[src/rtl/dmem_arbiter_if.sv]
// dmem_arbiter_if: the two requester ports (CPU on port 0, debug/DMA loader
// on port 1) plus the arbiter's side of the 32x32 data RAM.
//   Req/We/Addr/Din   request from each port
//   Gnt/Ack/Rdata/Err grant, completion strobe, read data and reject flag
//   MAddr/MDin/MWe    RAM address, write data and write enable
//   MDout             combinational RAM read data for MAddr
// slave  = arbiter side; master = requesters and RAM side.
interface dmem_arbiter_if;
  logic        Req0, Req1;
  logic        We0, We1;
  logic [31:0] Addr0, Addr1;
  logic [31:0] Din0, Din1;
  logic        Gnt0, Gnt1;
  logic        Ack0, Ack1;
  logic [31:0] Rdata;
  logic        Err;
  logic [31:0] MAddr;
  logic [31:0] MDin;
  logic        MWe;
  logic [31:0] MDout;

  modport slave (
    input  Req0, Req1, We0, We1, Addr0, Addr1, Din0, Din1, MDout,
    output Gnt0, Gnt1, Ack0, Ack1, Rdata, Err, MAddr, MDin, MWe
  );

  modport master (
    output Req0, Req1, We0, We1, Addr0, Addr1, Din0, Din1, MDout,
    input  Gnt0, Gnt1, Ack0, Ack1, Rdata, Err, MAddr, MDin, MWe
  );
endinterface

[src/rtl/dmem_arbiter.sv]
// dmem_arbiter: two-port arbiter in front of a 32x32 data RAM.
// Each access takes one ACC cycle, where the RAM is driven, then one ACK
// cycle, where the served port gets a single Ack strobe. From ACK the arbiter
// goes straight to ACC for the other port if it is waiting, so two busy ports
// alternate with no idle gap.
// Ports:
//   Clk   clock, rising edge
//   Rst   synchronous reset, active high
//   bus   dmem_arbiter_if.slave (request ports and RAM side)
// FIXED_PRI: 0 = round robin on IDLE conflicts, 1 = port 0 wins them.
module dmem_arbiter #(
  parameter bit FIXED_PRI = 1'b0
) (
  input logic           Clk,
  input logic           Rst,
  dmem_arbiter_if.slave bus
);
  typedef enum logic [1:0] {IDLE, ACC, ACK} state_t;

  state_t            state, state_nxt;
  logic              sel, sel_nxt;    // port being served
  logic              last;            // port served most recently
  logic [31:0]       rdata_q;
  logic              err_q;

  // Both ports as packed arrays, indexed by sel
  logic [1:0]        req, we;
  logic [1:0][31:0]  addr, din;
  logic [1:0]        gnt, ack;
  logic              err_c;
  logic [31:0]       maddr, mdin;
  logic              mwe;

  assign req  = {bus.Req1, bus.Req0};
  assign we   = {bus.We1, bus.We0};
  assign addr = {bus.Addr1, bus.Addr0};
  assign din  = {bus.Din1, bus.Din0};

  // Only word-aligned addresses inside the 128-byte RAM are legal
  assign err_c = (|addr[sel][31:7]) | (|addr[sel][1:0]);

  always_comb begin
    state_nxt = state;
    sel_nxt   = sel;
    gnt       = '0;
    ack       = '0;
    maddr     = '0;
    mdin      = '0;
    mwe       = 1'b0;
    case (state)
      IDLE: begin
        if (|req) begin
          state_nxt = ACC;
          if (&req) sel_nxt = FIXED_PRI ? 1'b0 : ~last;
          else      sel_nxt = req[1];
        end
      end
      ACC: begin
        gnt[sel]  = 1'b1;
        maddr     = addr[sel];
        mdin      = din[sel];
        // Rst in the same cycle kills the write before it reaches the RAM
        mwe       = we[sel] & ~err_c & ~Rst;
        state_nxt = ACK;
      end
      ACK: begin
        ack[sel] = 1'b1;
        // The served port's own Req is ignored here; only the other port
        // can chain straight into a new access.
        if (req[~sel]) begin
          sel_nxt   = ~sel;
          state_nxt = ACC;
        end else begin
          state_nxt = IDLE;
        end
      end
      default: state_nxt = IDLE;
    endcase
  end

  always_ff @(posedge Clk) begin
    if (Rst) begin
      state   <= IDLE;
      sel     <= 1'b0;
      last    <= 1'b1;   // makes the first round-robin conflict go to port 0
      rdata_q <= '0;
      err_q   <= 1'b0;
    end else begin
      state <= state_nxt;
      sel   <= sel_nxt;
      if (state == ACC) begin
        rdata_q <= (~we[sel] & ~err_c) ? bus.MDout : 32'd0;
        err_q   <= err_c;
      end
      if (state == ACK) last <= sel;
    end
  end

  assign bus.Gnt0  = gnt[0];
  assign bus.Gnt1  = gnt[1];
  assign bus.Ack0  = ack[0];
  assign bus.Ack1  = ack[1];
  assign bus.Rdata = rdata_q;
  assign bus.Err   = (state == ACK) & err_q;
  assign bus.MAddr = maddr;
  assign bus.MDin  = mdin;
  assign bus.MWe   = mwe;
endmodule

[src/flat_wrapper.sv]
// flat-port wrapper written by rule: the top's interface ports become plain ports
module dmem_arbiter_flat 
#(
  parameter bit FIXED_PRI = 1'b0
)
  (Clk, Rst, bus_Req0, bus_Req1, bus_We0, bus_We1, bus_Addr0, bus_Addr1, bus_Din0, bus_Din1, bus_MDout, bus_Gnt0, bus_Gnt1, bus_Ack0, bus_Ack1, bus_Rdata, bus_Err, bus_MAddr, bus_MDin, bus_MWe);
  dmem_arbiter_if bus_i ();
  input logic Clk;
  input logic Rst;
  input wire logic [$bits(bus_i.Req0)-1:0] bus_Req0;
  input wire logic [$bits(bus_i.Req1)-1:0] bus_Req1;
  input wire logic [$bits(bus_i.We0)-1:0] bus_We0;
  input wire logic [$bits(bus_i.We1)-1:0] bus_We1;
  input wire logic [$bits(bus_i.Addr0)-1:0] bus_Addr0;
  input wire logic [$bits(bus_i.Addr1)-1:0] bus_Addr1;
  input wire logic [$bits(bus_i.Din0)-1:0] bus_Din0;
  input wire logic [$bits(bus_i.Din1)-1:0] bus_Din1;
  input wire logic [$bits(bus_i.MDout)-1:0] bus_MDout;
  output wire logic [$bits(bus_i.Gnt0)-1:0] bus_Gnt0;
  output wire logic [$bits(bus_i.Gnt1)-1:0] bus_Gnt1;
  output wire logic [$bits(bus_i.Ack0)-1:0] bus_Ack0;
  output wire logic [$bits(bus_i.Ack1)-1:0] bus_Ack1;
  output wire logic [$bits(bus_i.Rdata)-1:0] bus_Rdata;
  output wire logic [$bits(bus_i.Err)-1:0] bus_Err;
  output wire logic [$bits(bus_i.MAddr)-1:0] bus_MAddr;
  output wire logic [$bits(bus_i.MDin)-1:0] bus_MDin;
  output wire logic [$bits(bus_i.MWe)-1:0] bus_MWe;
  assign bus_i.Req0 = bus_Req0;
  assign bus_i.Req1 = bus_Req1;
  assign bus_i.We0 = bus_We0;
  assign bus_i.We1 = bus_We1;
  assign bus_i.Addr0 = bus_Addr0;
  assign bus_i.Addr1 = bus_Addr1;
  assign bus_i.Din0 = bus_Din0;
  assign bus_i.Din1 = bus_Din1;
  assign bus_i.MDout = bus_MDout;
  assign bus_Gnt0 = bus_i.Gnt0;
  assign bus_Gnt1 = bus_i.Gnt1;
  assign bus_Ack0 = bus_i.Ack0;
  assign bus_Ack1 = bus_i.Ack1;
  assign bus_Rdata = bus_i.Rdata;
  assign bus_Err = bus_i.Err;
  assign bus_MAddr = bus_i.MAddr;
  assign bus_MDin = bus_i.MDin;
  assign bus_MWe = bus_i.MWe;
  dmem_arbiter #(.FIXED_PRI(FIXED_PRI)) u_core (.Clk(Clk), .Rst(Rst), .bus(bus_i));
endmodule
[config.mk]
export PLATFORM = sky130hd
export DESIGN_NAME = dmem_arbiter_flat
export DESIGN_NICKNAME = d
export VERILOG_FILES = /design/src/rtl/dmem_arbiter_if.sv /design/src/rtl/dmem_arbiter.sv /design/src/flat_wrapper.sv
export SDC_FILE = /design/constraint.sdc
export NUM_CORES = 1
export LEC_CHECK = 0
export ABC_CLOCK_PERIOD_IN_PS = 2200
export BUFFER_PORTS_ARGS = -buffer_cell sky130_fd_sc_hd__buf_2
export CAP_MARGIN = 10
export CORE_AREA = 4 4 101 103
export DETAILED_ROUTE_END_ITERATION = 8
export DIE_AREA = 0 0 105 107
export HOLD_SLACK_MARGIN = 0.1
export MAX_ROUTING_LAYER = met4
export PLACE_DENSITY = 0.73
export REMOVE_ABC_BUFFERS = 1
export SLEW_MARGIN = 10
export SYNTH_ARGS = -nofsm -noshare
export SYNTH_HDL_FRONTEND = slang
export SYNTH_SLANG_ARGS = --single-unit
[constraint.sdc]
create_clock -name Clk -period 2.2 [get_ports Clk]
set_input_delay 0.11 -clock Clk [delete_from_list [all_inputs] [get_ports Clk]]
set_output_delay 0.11 -clock Clk [all_outputs]
set_load 0.05 [all_outputs]
Yosys cells after proc, flatten, opt, wreduce, memory -nomap -nowiden
Cells that the tools add are included.
- ROM bits: 0
- bits in latches: 0
- memory bits (writable): 0
- bits in registers: 37
- word-level logic and storage cells: 53
- output and inout port bits: 102
- memories kept: 0
- magnitude comparators: 3
- $add $sub $neg: 0
- shift operators: 0
- div/mod/pow operators: 0
- multiply operators: 0
- muxes and demuxes: 23
- reduce and logical (&&, ||, !) cells: 8
- equal/unequal tests: 4
- bitwise logic cells: 10
- operator list (operator ; number):
    two-way mux 32 bit ; 7
    OR reduction 25 bit ; 1
    two-way mux 1 bit ; 10
    two-way mux 2 bit ; 3
    case mux 2 bit (3 select lines) ; 1
    inverter 1 bit ; 5
    AND 1 bit ; 4
    < comparator 1 x 2 -> 1 bit, second input constant ; 2
    inequality test 2 x 1 -> 1 bit, second input constant ; 2
    OR reduction 2 bit ; 2
    AND reduction 3 bit ; 1
    == test 2 x 1 -> 1 bit, second input constant ; 1
    == test 2 bit, second input constant ; 1
    zero test 2 bit ; 1
    case mux 1 bit (2 select lines) ; 1
    AND reduction 2 bit ; 1
    nonzero test 2 bit ; 1
    demux 1 bit (select 1 bit) ; 1
    greater-or-equal comparator 1 bit, second input constant ; 1
    logical AND 1 bit ; 1
    bitwise OR 1 bit ; 1

Logic depth before layout (Yosys ltp)
Gate-level depths: netlist (run 1).
- depth after elaboration: 8
- mapped depth: 7
- mapped depth without buffers: 4

Worst setup path after synthesis (run 1)
Ideal clock, no wire load.
- path type: reg-to-output
- start point: reg u_core.sel
- end point: out bus_MWe
- arrival: 2.453 ns
- stages on the path, launching flop included: 8
- buffers on the path: 3
- path slack: -0.363 ns
- path through: dfxtp_1 -> buf_6 -> nor3b_2 -> nand4_1 -> a22o_1 -> buf_6 -> buf_6 -> nor2_1
- word-level cells in the longest chain between the ends: 8
- RTL lines (what ; RTL line ; text):
    start, declared ; dmem_arbiter.sv:21 ; logic sel, sel_nxt;
    start signal, assigned ; dmem_arbiter.sv:90 ; sel <= sel_nxt;
    two-way mux 32 bit (not written as such) (2 in a row) ; dmem_arbiter.sv:40 ; assign err_c = (|addr[sel][31:7]) | (|addr[sel][1:0]);
    OR reduction 25 bit / OR reduction 2 bit (equally long branches) ; dmem_arbiter.sv:40 ;
    bitwise OR 1 bit ; dmem_arbiter.sv:40 ;
    inverter 1 bit ; dmem_arbiter.sv:63 ; mwe = we[sel] & ~err_c & ~Rst;
    AND 1 bit (*) (2 in a row) ; dmem_arbiter.sv:63 ;
    two-way mux 1 bit (*) ; dmem_arbiter.sv:50 ; case (state)
    end, declared ; flat_wrapper.sv:27 ; output wire logic [$bits(bus_i.MWe)-1:0] bus_MWe;
Mark *: on every way between the ends. The rest lies on a longest branch, timed or not. The select of a mux whose other input is x is not followed.

Worst setup path in the final report (run 1)
Ends and elaborated chain as after synthesis.

==> out/qor.yml, run 1 <==
critical_path:
  startpoint: "u_core.sel"
  max_stage_delay_ps: 400
  path_buf_inv: 1
  cp.depth: 5
  path_class: "flop to output pin"
  required_ps: 2090
  r2r_slack_ps: 280
  cp_top_family: "simple AND/OR/NAND/NOR gates"
  r2r_start: "u_core.sel"
  crit_path_end: "bus_MWe"
  crit_path_start_kind: "flop"
  worstPathCellList: "nor4b_1 > nand4_1 > a22o_2 > nor2_1 > buf_2"
  crit_path_max_fanout: 7
  reg2regPathDepth: 5
  slowest_stage: "dfxtp_4"
  cp.arrival_ps: 1890
  crit_path_end_kind: "output pin"
  timing.rr.end: "u_core.bus.Rdata[28]"
worst_hold_path:
  min_from: "bus_MDout[20]"
  hp-class: "input pin to flop"
route:
  wirelength_um: 12160
  routedWlPerCell_um: 16.53
  via_per_inst: 4.875
  ant_nets: 0
  drtPass1Iterations: 4
  num_vias: 3588
  drt_iter0_drc: 249
  drc: 0
final_layout:
  area_delta_synth_final_pct: 65.24
  nets: 788
  layout_common_cells: "267 x buf_2, 68 x nor2_1, 64 x mux2i_1"
  layout-drive-gt1-share: 0.5104
  layout_commonest_cell: "buf_2"
synthesis:
  async_flop_share: 0
  ys_types: 28
  avgSynthCellArea_um2: 8.282
  synth_seq_cells: 37
  yosys_warnings: 0
  yosysSeqAreaShare: 0.2638
  synthFlopType: "dfxtp_1"
  netlist_instances: 339
  syn_area_mm2: 0.002808
  synth_edf_count: 0
sta:
  tightest_slew_ps: 598.6
  finalHoldViolCount: 0
  slew_headroom: 0.6009
  setup_viol: 0
  rsz0062_at_grt: "no"
  fin_setup_tns_ps: 0
  fin_skew_ps: 6.322
  max_freq_mhz: 500.4
  finalCritPeriodShare: 0.9084
  drv_slew: 0
  period_needed_ps: 1998
  hold_ws_ps: 103.5
floorplanning:
  chipHeight_um: 107
  initial_core_util: 0.3053
  pin_count: 268
  design.die.area_mm2: 0.01124
  fp.dieW_um: 105
  num_rows: 35
  core_mm2: 0.009196
clocking:
  htree_num_levels: 2
  cts_buffer_depth: 2
  cts-buffers-inserted: 5
  clk_latency_ps: 290
  cts.clk_slew.worst_paths_ps: 80
  cts_tree: "built"
  cts_num_sinks: 37
  cts_root_buf: "clkbuf_8"
pwr:
  max-vdd-ir-drop_mv: 0.2352
  p_per_area_mw_per_mm2: 469.6
  leakage_nw: 2.517
  finalPower_mw: 2.179
grt:
  grt_overflow_total: 0
  grt_pass1_vias: 3752
  grt_max_degree: 38
  grt_pass1_wl_um: 18950
  grt_antenna_before_repair: 1
  grt_usage: 0.2103
outcome:
  status: "completed"
flow_run:
  drv_cap: 0
place:
  port_buffers: 267
  gp_congestion: 0.8886
  hpwl_um: 9526
## through the flow
| step | util | setup WS [ps] | cells | instance area [µm²] |
|---|---|---|---|---|
| floorplan | - | -2816 | 309 | 2649 |
| global placement | 0.4582 | 300.9 | 696 | 4214 |
| detailed placement | 0.4582 | 227.4 | 696 | 4214 |
| CTS | 0.5034 | 113.0 | 734 | 4629 |
| global route | 0.5042 | 13.90 | 735 | 4637 |
| finish | 0.5045 | 201.5 | 736 | 4639 |
## worst register-to-register path, cell delays in order, from the launching register on
cell     delay (ps)
dfxtp_4         400
nor4b_1         280
nand4_1         170
a22o_2          370
buf_4           250
o41ai_2         340
## Yosys cell counts (2+ instances only)
master     n  share of area
a21oi_1    3         0.0053
and2_1     2         0.0045
buf_1      5         0.0067
buf_2      7          0.012
buf_6      5          0.020
clkbuf_1  13          0.017
dfxtp_1   37           0.26
inv_1     34          0.045
mux2i_1   64           0.23
nand2_1   35          0.047
nand2b_1   2         0.0045
nand4_1    4         0.0089
nor2_1    69          0.092
nor2b_1    2         0.0045
nor4_1    14          0.031
o41ai_1    4          0.012
o41ai_2   28           0.16
## layout make-up
cell class	instances	area (µm²)
fill	864	4557
multi-input combinational	238	1792
timing repair buffer	306	1717
sequential	37	744.5
tap	111	138.9
inverter	34	127.6
clock buffer	5	68.82
clock inverter	3	46.29
antenna	2	5.005
## sequential cells by signal, indices dropped and copies added (netlist names)
name and count:
u_core.last 1, u_core.bus.Rdata 32, u_core.err_q 1, u_core.sel 1, u_core.state 2
## how the worst min path moves through the flow
stage                     cells after the start                    to  slack (ps)
after detailed placement                      3  u_core.bus.Rdata[16]         380
final                                         3  u_core.bus.Rdata[20]         100
after global placement                        3  u_core.bus.Rdata[16]         370
after global routing                          3  u_core.bus.Rdata[20]         110
after floorplan                               1       u_core.state[1]         180
after CTS                                     3  u_core.bus.Rdata[26]         100
## what timing repair did
| action | CTS | global route |
|---|---|---|
| setup endpoints to repair | 0 | 12 |
| endpoints found under the hold margin | 29 | 0 |
| resized for setup | 0 | 1 |
| hold buffers | 30 | 0 |
| setup buffers | 0 | 0 |
## cells by family (layout without fill, tap and decap cells)
| family | count (synthesis) | count (layout) | synth area share |
|---|---|---|---|
| flip-flops | 37 | 37 | 0.2638 |
| other | 0 | 2 | 0 |
| multiplexers | 65 | 65 | 0.2322 |
| AND/OR/NAND/NOR | 133 | 133 | 0.2077 |
| AO/OA/AOI/OAI | 40 | 40 | 0.1943 |
| buffers and inverters | 64 | 348 | 0.1020 |
## where the power goes
part	total (mW)	switching, mW	internal (mW)
Sequential	0.686	0.0103	0.676
Combinational	0.898	0.585	0.313
Clock	0.595	0.256	0.339
## per-layer routing
layer / part of all wire / up-vias / global-route usage
li1: - / 1747 / -
met5: 0 / - / -
met4: 0.028 / 0 / 0.07029
met3: 0.054 / 26 / 0.03191
met1: 0.40 / 1666 / 0.2336
met2: 0.52 / 149 / 0.3854
(Power assumes the default switching activity.)
==> run 2, diff against run 1 <==
--- a/config.mk
+++ b/config.mk
@@ -13,7 +13,7 @@
 export DIE_AREA = 0 0 105 107
 export HOLD_SLACK_MARGIN = 0.1
 export MAX_ROUTING_LAYER = met4
-export PLACE_DENSITY = 0.73
+export PLACE_DENSITY = 0.79
 export REMOVE_ABC_BUFFERS = 1
 export SLEW_MARGIN = 10
 export SYNTH_ARGS = -nofsm -noshare
==> out/qor.yml, run 2 (synthesis gave the netlist of run 1 again) <==
outcome:
  status: "completed"
grt:
  grt_max_degree: 51
  grt_overflow_total: 0
  grt_pass1_wl_um: 18470
  grt_pass1_vias: 3616
  grt_usage: 0.2069
  grt_antenna_before_repair: 1
route:
  ant_nets: 0
  drtPass1Iterations: 4
  route.met3.wl_um: 1057
  num_vias: 3568
  wl_met2_um: 6191
  drt_iter0_drc: 159
  highest_layer: "met4"
  routedWlPerCell_um: 16.50
  via_per_inst: 4.874
  wirelength_um: 12080
  drc: 0
  wirelength_met1_um: 4653
sta:
  fin_skew_ps: 3.994
  setup_slack_ps: 166.6
  tightest_slew_ps: 542.7
  drv_slew: 0
  rsz0062_at_grt: "no"
  hold_ws_ps: 104.9
  max_freq_mhz: 491.8
  finalCritPeriodShare: 0.9243
  slew_headroom: 0.6382
  finalHoldViolCount: 0
  setup_viol: 0
  period_needed_ps: 2033
floorplanning:
  core_mm2: 0.009196
  chipHeight_um: 107
  pin_count: 268
  initial_core_util: 0.3053
  design.die.area_mm2: 0.01124
  fp.dieW_um: 105
  num_rows: 35
critical_path:
  path_class: "flop to output pin"
  crit_path_max_fanout: 15
  cp.arrival_ps: 1920
  required_ps: 2090
  crit_path_end_kind: "output pin"
  max_stage_delay_ps: 470
  worstPathCellList: "nor3b_2 > nand4_1 > a22o_4 > nor2_1 > buf_2"
  crit_path_start_kind: "flop"
  slowest_stage: "dfxtp_1"
  reg2regPathDepth: 5
place:
  hpwl_um: 9785
  dp_worst_setup_slack_ps: 257.5
  placedCellCount: 697
  port_buffers: 267
  gp_congestion: 0.9518
clocking:
  cts_tree: "built"
  post_cts_buffers: 0
  cts-buffers-inserted: 5
  htree_num_levels: 2
  cts_num_sinks: 37
  cts_root_buf: "clkbuf_8"
  cts_buffer_depth: 2
  clk_latency_ps: 280
  cts.clk_slew.worst_paths_ps: 80
final_layout:
  layout_common_cells: "267 x buf_2, 68 x nor2_1, 64 x mux2i_1"
  layout-drive-gt1-share: 0.5153
  area_delta_synth_final_pct: 63.86
  largest_register_ffs: 32
  nets: 784
  fin_util: 0.5003
  layout_commonest_cell: "buf_2"
  layout.cells.non_filler: 732
  nFillCells: 888
pwr:
  p_per_area_mw_per_mm2: 452.3
  max-vdd-ir-drop_mv: 0.3736
  leakage_nw: 2.510
worst_hold_path:
  hp-class: "input pin to flop"
  hold_depth: 3
flow_run:
  drv_cap: 0
[run 2: worst max-delay path: cells and delay by family, from the launching register on]
| family | cells | cell delay, ps |
|---|---|---|
| buf+inv | 1 | 270 |
| simple gates | 3 | 550 |
| flops | 1 | 470 |
| compound gates | 1 | 350 |
[run 2: what timing repair did]
action                                  in CTS  in global routing
endpoints found under the setup margin       0                  2
hold buffers                                24                  1
hold endpoints to repair                    24                  1
gates resized for setup                      0                  3
[run 2: worst paths after layout]
| check | endpoint | startpoint | slack [ps] |
|---|---|---|---|
| worst max register to register | u_core.bus.Rdata[29] | u_core.state[0] | 360 |
| worst max-delay path | bus_MWe | u_core.state[0] | 170 |
| worst min-delay path | u_core.bus.Rdata[27] | bus_MDout[27] | 100 |
| worst min register to register | u_core.bus.Rdata[18] | u_core.bus.Rdata[18] | 460 |
[run 2: area by class of cell]
type                       count  area [µm²]  area share
antenna                        2       5.005    0.001088
clock buffer                   6       82.58     0.01795
clock inverter                 2       13.76    0.002992
inverter                      34       127.6     0.02774
multi-input combinational    238        1798      0.3908
sequential                    37       744.5      0.1618
tap                          111       138.9     0.03019
timing repair buffer         302        1690      0.3674
[run 2: where the power goes]
| part | switching (mW) | internal, mW |
|---|---|---|
| Sequential | 0.0115 | 0.676 |
| Combinational | 0.584 | 0.308 |
| Clock | 0.248 | 0.254 |
| Total | 0.843 | 1.24 |
[run 2: layer usage]
| layer | global-route usage | up-vias |
|---|---|---|
| li1 | - | 1736 |
| met1 | 0.2303 | 1642 |
| met2 | 0.3698 | 174 |
| met3 | 0.05840 | 16 |
| met4 | 0.04499 | 0 |
| met5 | - | - |
[run 2: stage by stage]
step                      instance area [µm²]  setup TNS, ps  power, mW
final                                    4601              0      2.081
after global routing                     4598              0      2.191
after CTS                                4571              0      2.091
after global placement                   4234              0      1.544
after detailed placement                 4234              0      1.557
after floorplan                          2649        -175720      1.245
